`src/rtl/expr_eval.sv`:
```
// expr_eval
//   Evaluates a stream of single-digit ASCII expressions built from '+' and
//   '*'. Multiplication binds tighter than addition. The block publishes the
//   running value, a flag that is set while the input so far forms a complete
//   expression, and sticky syntax-error and overflow flags.
//
//   State table
//     state | meaning
//     IDLE  | no character consumed since reset
//     NUM   | last character was a digit; the expression is complete
//     OP    | last character was an operator; a digit must follow
//     ERR   | syntax error seen; only clr_i leaves this state
//
//   Ports
//     clk_i     in  1  clock; all state changes on the rising edge
//     clr_i     in  1  synchronous active-high reset; overrides in_vld_i
//     in_i      in  8  ASCII character: '0'-'9', '+' or '*'
//     in_vld_i  in  1  in_i is consumed this cycle
//     value_o   out W  registered running value (sum + prod) mod 2**W
//     ok_o      out 1  input so far forms a complete valid expression
//     err_o     out 1  sticky syntax error
//     ovf_o     out 1  sticky arithmetic overflow
module expr_eval #(
   parameter int W = 16
) (
   input  logic         clk_i,
   input  logic         clr_i,
   input  logic [7:0]   in_i,
   input  logic         in_vld_i,
   output logic [W-1:0] value_o,
   output logic         ok_o,
   output logic         err_o,
   output logic         ovf_o
);

   localparam logic [1:0] IDLE = 2'd0;
   localparam logic [1:0] NUM  = 2'd1;
   localparam logic [1:0] OP   = 2'd2;
   localparam logic [1:0] ERR  = 2'd3;

   localparam logic PEND_ADD = 1'b0;
   localparam logic PEND_MUL = 1'b1;

   localparam logic [7:0] CH_0    = 8'h30;
   localparam logic [7:0] CH_9    = 8'h39;
   localparam logic [7:0] CH_PLUS = 8'h2B;
   localparam logic [7:0] CH_STAR = 8'h2A;

   logic [1:0]   state_q, state_d;
   logic [W-1:0] sum_q, sum_d;
   logic [W-1:0] prod_q, prod_d;
   logic         pend_q, pend_d;
   logic [W-1:0] value_q, value_d;
   logic         ok_q, ok_d;
   logic         err_q, err_d;
   logic         ovf_q, ovf_d;

   logic         is_digit;
   logic [7:0]   digit_byte;
   logic [3:0]   digit;
   logic [W+3:0] mul_full;
   logic [W:0]   acc_full;
   logic [W:0]   val_full;
   logic         ovf_hit;

   assign is_digit   = (in_i >= CH_0) && (in_i <= CH_9);
   assign digit_byte = in_i - CH_0;
   assign digit      = digit_byte[3:0];

   // Wide products/sums so that any carry above bit W-1 is visible.
   assign mul_full = {4'b0000, prod_q} * {{W{1'b0}}, digit};
   assign acc_full = {1'b0, sum_q} + {1'b0, prod_q};

   always_comb begin
      state_d  = state_q;
      sum_d    = sum_q;
      prod_d   = prod_q;
      pend_d   = pend_q;
      ovf_hit  = 1'b0;

      if (in_vld_i && (state_q != ERR)) begin
         case (state_q)
            IDLE, OP: begin
               if (is_digit) begin
                  if (pend_q == PEND_MUL) begin
                     prod_d  = mul_full[W-1:0];
                     ovf_hit = |mul_full[W+3:W];
                  end else begin
                     prod_d  = {{(W-4){1'b0}}, digit};
                  end
                  state_d = NUM;
               end else begin
                  state_d = ERR;
               end
            end
            NUM: begin
               if (in_i == CH_PLUS) begin
                  sum_d   = acc_full[W-1:0];
                  ovf_hit = acc_full[W];
                  prod_d  = '0;
                  pend_d  = PEND_ADD;
                  state_d = OP;
               end else if (in_i == CH_STAR) begin
                  pend_d  = PEND_MUL;
                  state_d = OP;
               end else begin
                  state_d = ERR;
               end
            end
            default: state_d = ERR;
         endcase

         // Entering ERR discards this character's arithmetic entirely.
         if (state_d == ERR) begin
            sum_d   = sum_q;
            prod_d  = prod_q;
            pend_d  = pend_q;
            ovf_hit = 1'b0;
         end
      end
   end

   assign val_full = {1'b0, sum_d} + {1'b0, prod_d};

   always_comb begin
      value_d = value_q;
      ok_d    = ok_q;
      err_d   = err_q;
      ovf_d   = ovf_q;
      if (in_vld_i && (state_q != ERR)) begin
         if (state_d == ERR) begin
            err_d = 1'b1;
            ok_d  = 1'b0;
         end else begin
            value_d = val_full[W-1:0];
            ok_d    = (state_d == NUM);
            ovf_d   = ovf_q | ovf_hit | val_full[W];
         end
      end
   end

   always_ff @(posedge clk_i) begin
      if (clr_i) begin
         state_q <= IDLE;
         sum_q   <= '0;
         prod_q  <= '0;
         pend_q  <= PEND_ADD;
         value_q <= '0;
         ok_q    <= 1'b0;
         err_q   <= 1'b0;
         ovf_q   <= 1'b0;
      end else begin
         state_q <= state_d;
         sum_q   <= sum_d;
         prod_q  <= prod_d;
         pend_q  <= pend_d;
         value_q <= value_d;
         ok_q    <= ok_d;
         err_q   <= err_d;
         ovf_q   <= ovf_d;
      end
   end

   assign value_o = value_q;
   assign ok_o    = ok_q;
   assign err_o   = err_q;
   assign ovf_o   = ovf_q;

endmodule

```
`config.mk`:
```
export PLATFORM = sky130hd
export DESIGN_NAME = expr_eval
export DESIGN_NICKNAME = d
export VERILOG_FILES = /design/src/rtl/expr_eval.sv
export SDC_FILE = /design/constraint.sdc
export NUM_CORES = 1
export LEC_CHECK = 0
export CELL_PAD_IN_SITES_DETAIL_PLACEMENT = 0
export CELL_PAD_IN_SITES_GLOBAL_PLACEMENT = 1
export CORE_UTILIZATION = 50
export DETAILED_ROUTE_END_ITERATION = 10
export HOLD_SLACK_MARGIN = 0.02
export PLACE_DENSITY = 0.95
export SYNTH_ARGS = -nofsm -noshare
export SYNTH_HDL_FRONTEND = slang
export SYNTH_SLANG_ARGS = --single-unit
```
`constraint.sdc`:
```
create_clock -name clk_i -period 12.23 [get_ports clk_i]
set_input_delay 1.8345 -clock clk_i [delete_from_list [all_inputs] [get_ports clk_i]]
set_output_delay 1.8345 -clock clk_i [all_outputs]
set_load 0.005 [all_outputs]
```
==> results of run 1 <==
-- registers in the layout, summed over array words and instances (netlist names) --
| signal | flops |
|---|---|
| ok_o | 1 |
| sum_q | 16 |
| prod_q | 16 |
| ovf_o | 1 |
| value_o | 16 |
| state_q | 2 |
| err_o | 1 |
| pend_q | 1 |
-- cells in the mapped netlist, drive strengths merged, types with 2 or more instances --
cell,count,area [um^2]
a2111oi,3,63.8
a211oi,8,60.1
a21o,8,60.1
a21oi,56,284
a221oi,2,17.5
a22oi,3,22.5
a31oi,14,87.6
a41oi,2,25.0
and2,65,407
and3,8,50.1
and4,2,17.5
and4b,2,23.8
buf,9,47.6
clkbuf,18,67.6
dfxtp,54,1080
fa,30,601
ha,56,701
inv,57,214
mux2i,7,70.1
nand2,92,345
nand2b,4,25.0
nand3,18,90.1
nand3b,2,15.0
nand4,4,25.0
nor2,60,230
nor2b,3,18.8
nor3,23,115
nor3b,3,22.5
nor4b,3,26.3
o2111ai,3,26.3
o211ai,4,30.0
o21a,13,105
o21ai,40,200
o21bai,5,37.5
o311ai,2,17.5
o31ai,9,72.6
or2,4,25.0
or3,3,18.8
or4,2,15.0
xnor2,15,131
xor2,10,87.6
-- power by group through the flow --
| stage | sequential (mW) | clock (mW) | combinational [mW] |
|---|---|---|---|
| after floorplan | 0.182 | 0 | 0.0184 |
| after global placement | 0.183 | 0 | 0.0273 |
| after detailed placement | 0.183 | 0 | 0.0281 |
| after CTS | 0.179 | 0.155 | 0.0283 |
| after global routing | 0.180 | 0.160 | 0.0315 |
| final | 0.179 | 0.152 | 0.0283 |
-- worst min-delay path by stage --
stage | startpoint | endpoint | slack [ns] | cells past startpoint
finish | value_o[0]$_SDFFE_PP0P_ | value_o[0]$_SDFFE_PP0P_ | 0.45 | 2
global route | value_o[8]$_SDFFE_PP0P_ | value_o[8]$_SDFFE_PP0P_ | 0.47 | 2
CTS | value_o[0]$_SDFFE_PP0P_ | value_o[0]$_SDFFE_PP0P_ | 0.46 | 2
detailed placement | value_o[12]$_SDFFE_PP0P_ | value_o[12]$_SDFFE_PP0P_ | 0.45 | 2
global placement | value_o[6]$_SDFFE_PP0P_ | value_o[6]$_SDFFE_PP0P_ | 0.44 | 2
floorplan | value_o[0]$_SDFFE_PP0P_ | value_o[0]$_SDFFE_PP0P_ | 0.45 | 2
-- per-stage QoR --
| stage | instance area [um^2] | cells | hold slack [ns] | worst slack (ns) | total power [mW] |
|---|---|---|---|---|---|
| 3_3_place_gp | 6030 | 879 | 0.440 | 5.00 | 0.211 |
| 4_1_cts | 6190 | 887 | 0.457 | 5.16 | 0.362 |
| 3_5_place_dp | 6030 | 879 | 0.446 | 4.88 | 0.212 |
| 5_1_grt | 6190 | 887 | 0.473 | 4.59 | 0.371 |
| 6_report | 6190 | 887 | 0.453 | 5.14 | 0.359 |
| 2_1_floorplan | 5670 | 735 | 0.448 | 6.01 | 0.201 |
-- worst max-delay path: cells and delay by family --
family	cells	cell delay [ns]
adder cells (fa/ha/maj)	4	1.87
XOR/XNOR	1	0.14
AO/OA/AOI/OAI	9	1.92
AND/OR/NAND/NOR	4	0.56
buffers and inverters	2	0.91
-- cells by family (layout without fill, tap and decap cells) --
group,Yosys count,in the layout,synth area share
buffers and inverters,84,96,0.0581
muxes,8,8,0.0144
DFF,54,54,0.191
AOI/OAI and AO/OA,178,178,0.205
xor gates and xnor gates,25,25,0.0386
adders and majority gates,86,86,0.230
and+or+nand+nor,300,300,0.263
-- final cells by class --
class | instances | area, um^2
inverter | 57 | 214
clock inverter | 1 | 8.76
clock buffer | 7 | 153
multi-input combinational | 597 | 4260
timing repair buffer | 31 | 305
sequential | 54 | 1080
tap | 140 | 175
fill | 1026 | 4740
-- per-layer routing --
| layer | part of all wire | wire (um) | vias up | global-route usage |
|---|---|---|---|---|
| met4 | 0.011 | 150 | 0 | 0.0579 |
| li1 | - | - | 2570 | - |
| met1 | 0.48 | 6570 | 2381 | 0.325 |
| met2 | 0.47 | 6370 | 106 | 0.429 |
| met5 | 0 | 0 | - | 0 |
| met3 | 0.039 | 535 | 13 | 0.0217 |
==> metrics.csv, run 1 <==
metric,value,unit
NetSw,0.0838,mW
R2R cell count,19,
Post-Route Skew,0.00508,ns
clock power share,0.422,
FP Rows,38,
largest net degree at the start of global routing,41,
DRT iter0 DRCs,257,
switch share,0.233,
post-synthesis cell type count,60,
nets@finish,843,
effective utilization at floorplan,0.518,
routed len/inst,15.4,um
area of the core,10900,um^2
Relative slew margins,0.304,
Hold Path Class,flop to flop,
detailed-route DRC error count,0,
final core occ,0.566,
root buffer cell,clkbuf_16,
CTS tree,built,
Die H,108,um
RR Endpoint,ovf_o$_SDFFE_PP0P_,
total grt overflow,0,
Post-CTS Resized,0,
total CTS buffers,5,
CP Data Arrival Time,7.26,ns
Setup Buffers After CTS,0,
Worst-path clk slew,0.07,ns
Seq pwr share,0.499,
worst-skew pair later-pin latency,0.29,ns
CP endpoint,ovf_o$_SDFFE_PP0P_,
"slowest stage delay, CP",0.84,ns
Max Freq,141,MHz
clock sinks,54,
Post-DP HPWL,10.6,mm
Final Cycle Share,0.580,
Synth Net Count,832,
status,"finished, final reports clean",
initial antenna violation count,0,
Routed WL,13.6,mm
r2r setup slk,7.07,ns
Max Cap Viol,0,
synthesis-to-layout area growth,9.30,%
launch point of the worst path,in_i[3],
worst-path cell chain,clkdlybuf4s50_1 > nand2_1 > fa_1 > fa_1 > inv_1 > fa_1 > a21oi_1 > o21ai_0 > a21oi_1 > xnor2_1 > o21ai_0 > a21oi_1 > nor2_1 > ha_1 > and2_1 > o21ai_0 > a31oi_1 > a211o_1 > o2111ai_1 > nand4_1,
DR vias,5070,
Comb power frac,0.079,
"commonest non-fill, non-tap cell in the layout",nand2_1,
Post-Synthesis Cells,735,
ANT nets after route,0,
ys async rst share,0,
Die Area,11800,um^2
Synth warnings,0,
Crit Path Max Fanout,19,
ANT cells,0,
fraction of layout instances using a drive strength above 1,0.0348,
crit end category,flop,
Seq cells post-synth,54,
count of pins over their slew limit,0,
P_leak,2.78,nW
PD cells,58.0,nW/um^2
setup TNS,0,ns
Mapped Area,5670,um^2
min Tclk post-route,7.09,ns
first-pass GRT wire length,23.2,mm
maximum VDD drop,0.0789,mV
H-tree depth,2,
RSZ-0062 raised after global routing,no,
# IOs,30,
Pre-Repair DR Iteration Count,5,
CP required,12.39,ns
Hold Fails Final Rpt,0,
crit path kind,input port to flop,
post-synthesis average cell area,7.71,um^2
Crit-path slowest cell,clkdlybuf4s50_1,
Reg-to-Reg Start,prod_q[0]$_SDFF_PP0_,
"Seq/Total Area, Yosys",0.191,
Die X,108,um
Total GRT Usage,0.245,
"Top FF cell, synth",dfxtp_1,
measured slew at the worst slew-check pin,1.04,ns
startpoint types,input port,
internal power,0.276,mW
"EDFF count, synth",0,
"Setup violations, final",0,
hold-fix buffers at CTS,0,
Final Wtd Congestion,0.890,
Via density,5.72,
I/O Buffers,29,
"commonest cells after routing, fill and taps aside","nand2_1 (92), and2_1 (65), nor2_1 (58)",
largest buffer count on any clock path,2,
vias in the first global route,4988,
No activity file was read; power rests on OpenSTA's default activity.
==> run 2: changes to the inputs <==
--- a/config.mk
+++ b/config.mk
@@ -7,10 +7,10 @@
 export LEC_CHECK = 0
 export CELL_PAD_IN_SITES_DETAIL_PLACEMENT = 0
 export CELL_PAD_IN_SITES_GLOBAL_PLACEMENT = 1
-export CORE_UTILIZATION = 50
+export CORE_UTILIZATION = 42
 export DETAILED_ROUTE_END_ITERATION = 10
 export HOLD_SLACK_MARGIN = 0.02
-export PLACE_DENSITY = 0.95
+export PLACE_DENSITY = 0.86
 export SYNTH_ARGS = -nofsm -noshare
 export SYNTH_HDL_FRONTEND = slang
 export SYNTH_SLANG_ARGS = --single-unit
==> constraint.sdc (replaced) <==
create_clock -name clk_i -period 5.9 [get_ports clk_i]
set_input_delay 0.885 -clock clk_i [delete_from_list [all_inputs] [get_ports clk_i]]
set_output_delay 0.885 -clock clk_i [all_outputs]
set_load 0.005 [all_outputs]
==> run 2 against run 1 <==
Effect of this change:
- final cell count up 7.1%
- setup slack worse by 4.5 ns
- first-iteration DRC count up 7.4%
- sequential share of layout area down 0.72 points
- die area up 19%
- hold slack better by 0.00080 ns
- register-to-register slack worse by 6.1 ns
- count of clock-buffer cells in the layout down 1
- via count up 2.0%
- critical path type unchanged
==> metrics.csv, run 2 (synthesis results as in run 1) <==
metric,value,unit
status,"finished, final reports clean",
Total GRT Usage,0.215,
"commonest non-fill, non-tap cell in the layout",nand2_1,
nets@finish,870,
initial antenna violation count,0,
Seq pwr share,0.503,
clock sinks,54,
maximum VDD drop,0.124,mV
FP Rows,42,
CP required,6.14,ns
total grt overflow,0,
dpl cells,942,
routed len/inst,15.0,um
Crit Path Max Fanout,12,
NetSw,0.178,mW
measured slew at the worst slew-check pin,0.688,ns
Pwr Total,0.740,mW
I/O Buffers,29,
"commonest cells after routing, fill and taps aside","nand2_1 (92), and2_1 (65), nor2_1 (58)",
root buffer cell,clkbuf_16,
Pre-Repair DR Iteration Count,5,
vias in the first global route,5241,
Relative slew margins,0.541,
Non-Filler Instances,950,
count of pins over their slew limit,0,
Post-DP HPWL,11.2,mm
# IOs,30,
crit end category,flop,
Worst-path clk slew,0.07,ns
Post-Route Skew,0.00499,ns
internal power,0.562,mW
Routed WL,14.2,mm
worst path bufs/invs,4,
startpoint types,input port,
PD cells,115,nW/um^2
H-tree depth,2,
ANT nets after route,0,
CP Data Arrival Time,5.54,ns
Post-CTS Resized,0,
Comb power frac,0.086,
RSZ-0062 raised after global routing,no,
switch share,0.241,
detailed-route DRC error count,0,
clock power share,0.412,
P_leak,2.94,nW
Die Area,14000,um^2
first-pass GRT wire length,24.8,mm
Die H,118,um
area of the core,13200,um^2
DR vias,5169,
largest net degree at the start of global routing,41,
Die X,118,um
hold-fix buffers at CTS,0,
crit path kind,input port to flop,
effective utilization at floorplan,0.430,
Final Wtd Congestion,0.886,
ANT cells,0,
Top delay family on crit path,adder cells,
total CTS buffers,5,
Hold Path Class,flop to flop,
worst-skew pair later-pin latency,0.30,ns
Max Cap Viol,0,
worst-path cell chain,dlymetal6s2s_1 > buf_4 > and2_1 > fa_1 > inv_1 > fa_1 > inv_1 > ha_1 > o21a_1 > or2_2 > and4b_4 > a2111oi_4 > o31ai_1 > a21oi_1 > nor2_1 > ha_1 > nand3_1 > nor2_1 > a31oi_1 > or4_1 > nand3_1,
worst hold margin,0.454,ns
Hold Fails Final Rpt,0,
fraction of layout instances using a drive strength above 1,0.0736,
DRT iter0 DRCs,276,
largest buffer count on any clock path,2,
synthesis-to-layout area growth,14.0,%
"Setup violations, final",0,
Via density,5.44,
CTS tree,built,
min Tclk post-route,5.30,ns
Crit-path slowest cell,fa_1,
"slowest stage delay, CP",0.54,ns
Max Freq,189,MHz
Setup Buffers After CTS,0,
Final Cycle Share,0.898,
## run 2: cell types whose count changed in the layout (fill, tap and decap cells not counted), sizes merged
cell,change
dlymetal6s2s,+3
clkbuf,-1
clkdlybuf4s50,-3
buf,+27
clkinvlp,+1
## run 2: metal layers
layer  routed length (um)  track usage
met2                 6670        0.372
met3                  631       0.0188
met4                  155       0.0529
met5                    0            0
met1                 6780        0.286
## run 2: power by group through the flow
stage	logic, mW	clock network (mW)	registers [mW]
finish	0.0635	0.305	0.372
global route	0.0711	0.325	0.372
CTS	0.0639	0.312	0.372
detailed placement	0.0633	0	0.380
global placement	0.0618	0	0.380
floorplan	0.0380	0	0.378
## run 2: metrics by stage
step                      area [um^2]  setup slack, ns  utilization  TNS, ns
after floorplan                  5670            0.627            -        0
after global placement           6280           0.0392        0.476        0
after detailed placement         6280          -0.0608        0.476  -0.0789
after CTS                        6430            0.188        0.487        0
after global routing             6460            0.243        0.490        0
final                            6460            0.605        0.490        0
## run 2: worst reg2reg max path, delay by kind of cell (launching register included)
family,cells,cell delay (ns)
mux,1,0.29
simple gates,4,0.65
fa+ha+maj,4,1.85
buf+inv,1,0.07
flops,1,0.50
compound gates,9,1.50
## run 2: worst paths after layout
kind	startpoint	end	slack, ns	depth (start not counted)
worst max register to register	prod_q[0]$_SDFF_PP0_	ovf_o$_SDFFE_PP0P_	0.94	19
worst min register to register	value_o[6]$_SDFFE_PP0P_	value_o[6]$_SDFFE_PP0P_	0.45	2
worst max-delay path	in_i[3]	value_o[15]$_SDFFE_PP0P_	0.60	21
worst min-delay path	value_o[6]$_SDFFE_PP0P_	value_o[6]$_SDFFE_PP0P_	0.45	2
## run 2: area by class of cell
class | count | area [um^2]
Fill cell | 1270 | 6730
Multi-Input combinational cell | 597 | 4280
Sequential cell | 54 | 1080
Timing Repair Buffer | 58 | 515
Tap cell | 176 | 220
Inverter | 57 | 214
Clock buffer | 6 | 139
Clock inverter | 2 | 12.5
==> run 3: changes to the inputs <==
--- a/config.mk
+++ b/config.mk
@@ -7,10 +7,10 @@
 export LEC_CHECK = 0
 export CELL_PAD_IN_SITES_DETAIL_PLACEMENT = 0
 export CELL_PAD_IN_SITES_GLOBAL_PLACEMENT = 1
-export CORE_UTILIZATION = 42
+export CORE_UTILIZATION = 40
 export DETAILED_ROUTE_END_ITERATION = 10
 export HOLD_SLACK_MARGIN = 0.02
-export PLACE_DENSITY = 0.86
+export PLACE_DENSITY = 0.8
 export SYNTH_ARGS = -nofsm -noshare
 export SYNTH_HDL_FRONTEND = slang
 export SYNTH_SLANG_ARGS = --single-unit
==> constraint.sdc (replaced) <==
create_clock -name clk_i -period 6 [get_ports clk_i]
set_input_delay 0.6 -clock clk_i [delete_from_list [all_inputs] [get_ports clk_i]]
set_output_delay 0.6 -clock clk_i [all_outputs]
set_load 0.005 [all_outputs]
==> run 3 against run 2 <==
Effect of this change:
- sequential share of layout area rose by 0.33 points
- hold slack improved by 0.0030 ns
- power rose by 7.5%
- die area rose by 4.9%
- clock skew rose by 0.0020 ns
- sequential cell count did not move
- count of clock-buffer cells in the layout fell by 1
- register-to-register slack got worse by 0.12 ns
- design area fell by 1.9%
- setup slack got worse by 0.19 ns
- critical path depth fell by 1
- largest power group is now the clock network
==> metrics.csv, run 3 (synthesis results as in run 1) <==
metric,value,unit
Post-CTS Resized,0,
Hold Path Class,flop to flop,
ANT cells,0,
effective utilization at floorplan,0.410,
hold-fix buffers at CTS,0,
ANT nets after route,0,
"commonest non-fill, non-tap cell in the layout",nand2_1,
Routed WL,14.1,mm
Worst-path clk slew,0.07,ns
Max Freq,179,MHz
DRT iter0 DRCs,290,
routed len/inst,15.0,um
CP Data Arrival Time,5.75,ns
Total GRT Usage,0.207,
Setup Buffers After CTS,0,
I/O Buffers,29,
maximum VDD drop,0.138,mV
min Tclk post-route,5.59,ns
Final Wtd Congestion,0.850,
# IOs,30,
largest buffer count on any clock path,2,
switch share,0.215,
H-tree depth,2,
first-pass GRT wire length,24.8,mm
internal power,0.625,mW
total CTS buffers,5,
CP required,6.16,ns
Pre-Repair DR Iteration Count,5,
P_leak,2.83,nW
Via density,5.40,
"Setup violations, final",0,
fraction of layout instances using a drive strength above 1,0.0450,
Relative slew margins,0.550,
post-route cell area,6330,um^2
Final Cycle Share,0.931,
crit end category,flop,
detailed-route DRC error count,0,
vias in the first global route,5088,
total grt overflow,0,
nets@finish,851,
worst-skew pair later-pin latency,0.30,ns
setup TNS,0,ns
Max Cap Viol,0,
"commonest cells after routing, fill and taps aside","nand2_1 (92), and2_1 (65), nor2_1 (58)",
measured slew at the worst slew-check pin,0.674,ns
fill cell count,1367,
Crit Path Max Fanout,9,
synthesis-to-layout area growth,11.8,%
largest net degree at the start of global routing,41,
Die Area,14600,um^2
status,"finished, final reports clean",
Die X,121,um
Post-Route Skew,0.00696,ns
FP Rows,43,
clock power share,0.465,
startpoint types,input port,
RSZ-0062 raised after global routing,no,
Seq pwr share,0.460,
Reg area,1080,um^2
footprint of the multi-input gates,4260,um^2
Placed Area,6140,um^2
root buffer cell,clkbuf_16,
crit path kind,input port to flop,
area of the core,13800,um^2
Hold Fails Final Rpt,0,
PD cells,126,nW/um^2
Die H,121,um
initial antenna violation count,0,
Post-DP HPWL,11.1,mm
count of pins over their slew limit,0,
NetSw,0.171,mW
Comb power frac,0.075,
CTS tree,built,
clock sinks,54,
DR vias,5046,
==> run 3: layout make-up <==
cell class / count / share of cell area
clock buffer: 5 / 0.0198
inverter: 57 / 0.0338
sequential: 54 / 0.171
multi-input combinational: 597 / 0.672
tap: 180 / 0.0356
clock inverter: 3 / 0.0109
timing repair buffer: 39 / 0.0577
==> run 3: path summary, 6_finish.rpt <==
path | start | end | slack [ns] | cells past startpoint
setup / recovery | in_i[2] | ovf_o$_SDFFE_PP0P_ | 0.41 | 20
hold / removal | value_o[5]$_SDFFE_PP0P_ | value_o[5]$_SDFFE_PP0P_ | 0.46 | 2
setup reg to reg | prod_q[0]$_SDFF_PP0_ | ovf_o$_SDFFE_PP0P_ | 0.82 | 19
hold reg to reg | value_o[5]$_SDFFE_PP0P_ | value_o[5]$_SDFFE_PP0P_ | 0.46 | 2
==> run 3: power groups by stage <==
stage               Clock (mW)  Sequential (mW)  Combinational [mW]
floorplan                    0            0.372              0.0374
global placement             0            0.374              0.0586
detailed placement           0            0.374              0.0598
CTS                      0.382            0.366              0.0604
global route             0.397            0.366              0.0672
finish                   0.370            0.366              0.0597
==> run 3: worst max-delay path, stage by stage <==
cell and delay [ns]:
clkdlybuf4s50_1 0.61, nand2_1 0.11, fa_1 0.51, fa_1 0.55, inv_1 0.07, fa_1 0.46, a21oi_1 0.30, o21ai_0 0.14
a21oi_1 0.24, o21bai_1 0.09, a21oi_1 0.19, mux2i_1 0.28, nand2_1 0.11, ha_1 0.35, or2_2 0.29, a21oi_1 0.15
a31oi_1 0.10, a211o_1 0.32, o2111ai_1 0.14, nand4_1 0.12
==> run 3: per-layer routing <==
layer | global-route usage | vias up | routed length (um)
met5 | 0 | - | 0
met4 | 0.0401 | 0 | 131
met3 | 0.0197 | 9 | 444
met2 | 0.346 | 90 | 6490
met1 | 0.290 | 2365 | 7000
li1 | - | 2582 | -
==> run 3: through the flow <==
step	util	hold WS (ns)	std cells	setup slack, ns	power (mW)
4_1_cts	0.458	0.461	935	0.431	0.808
2_1_floorplan	-	0.448	735	1.01	0.409
3_3_place_gp	0.444	0.440	927	0.231	0.433
3_5_place_dp	0.444	0.443	927	0.123	0.434
5_1_grt	0.458	0.479	935	0.0774	0.830
6_report	0.458	0.457	935	0.414	0.796
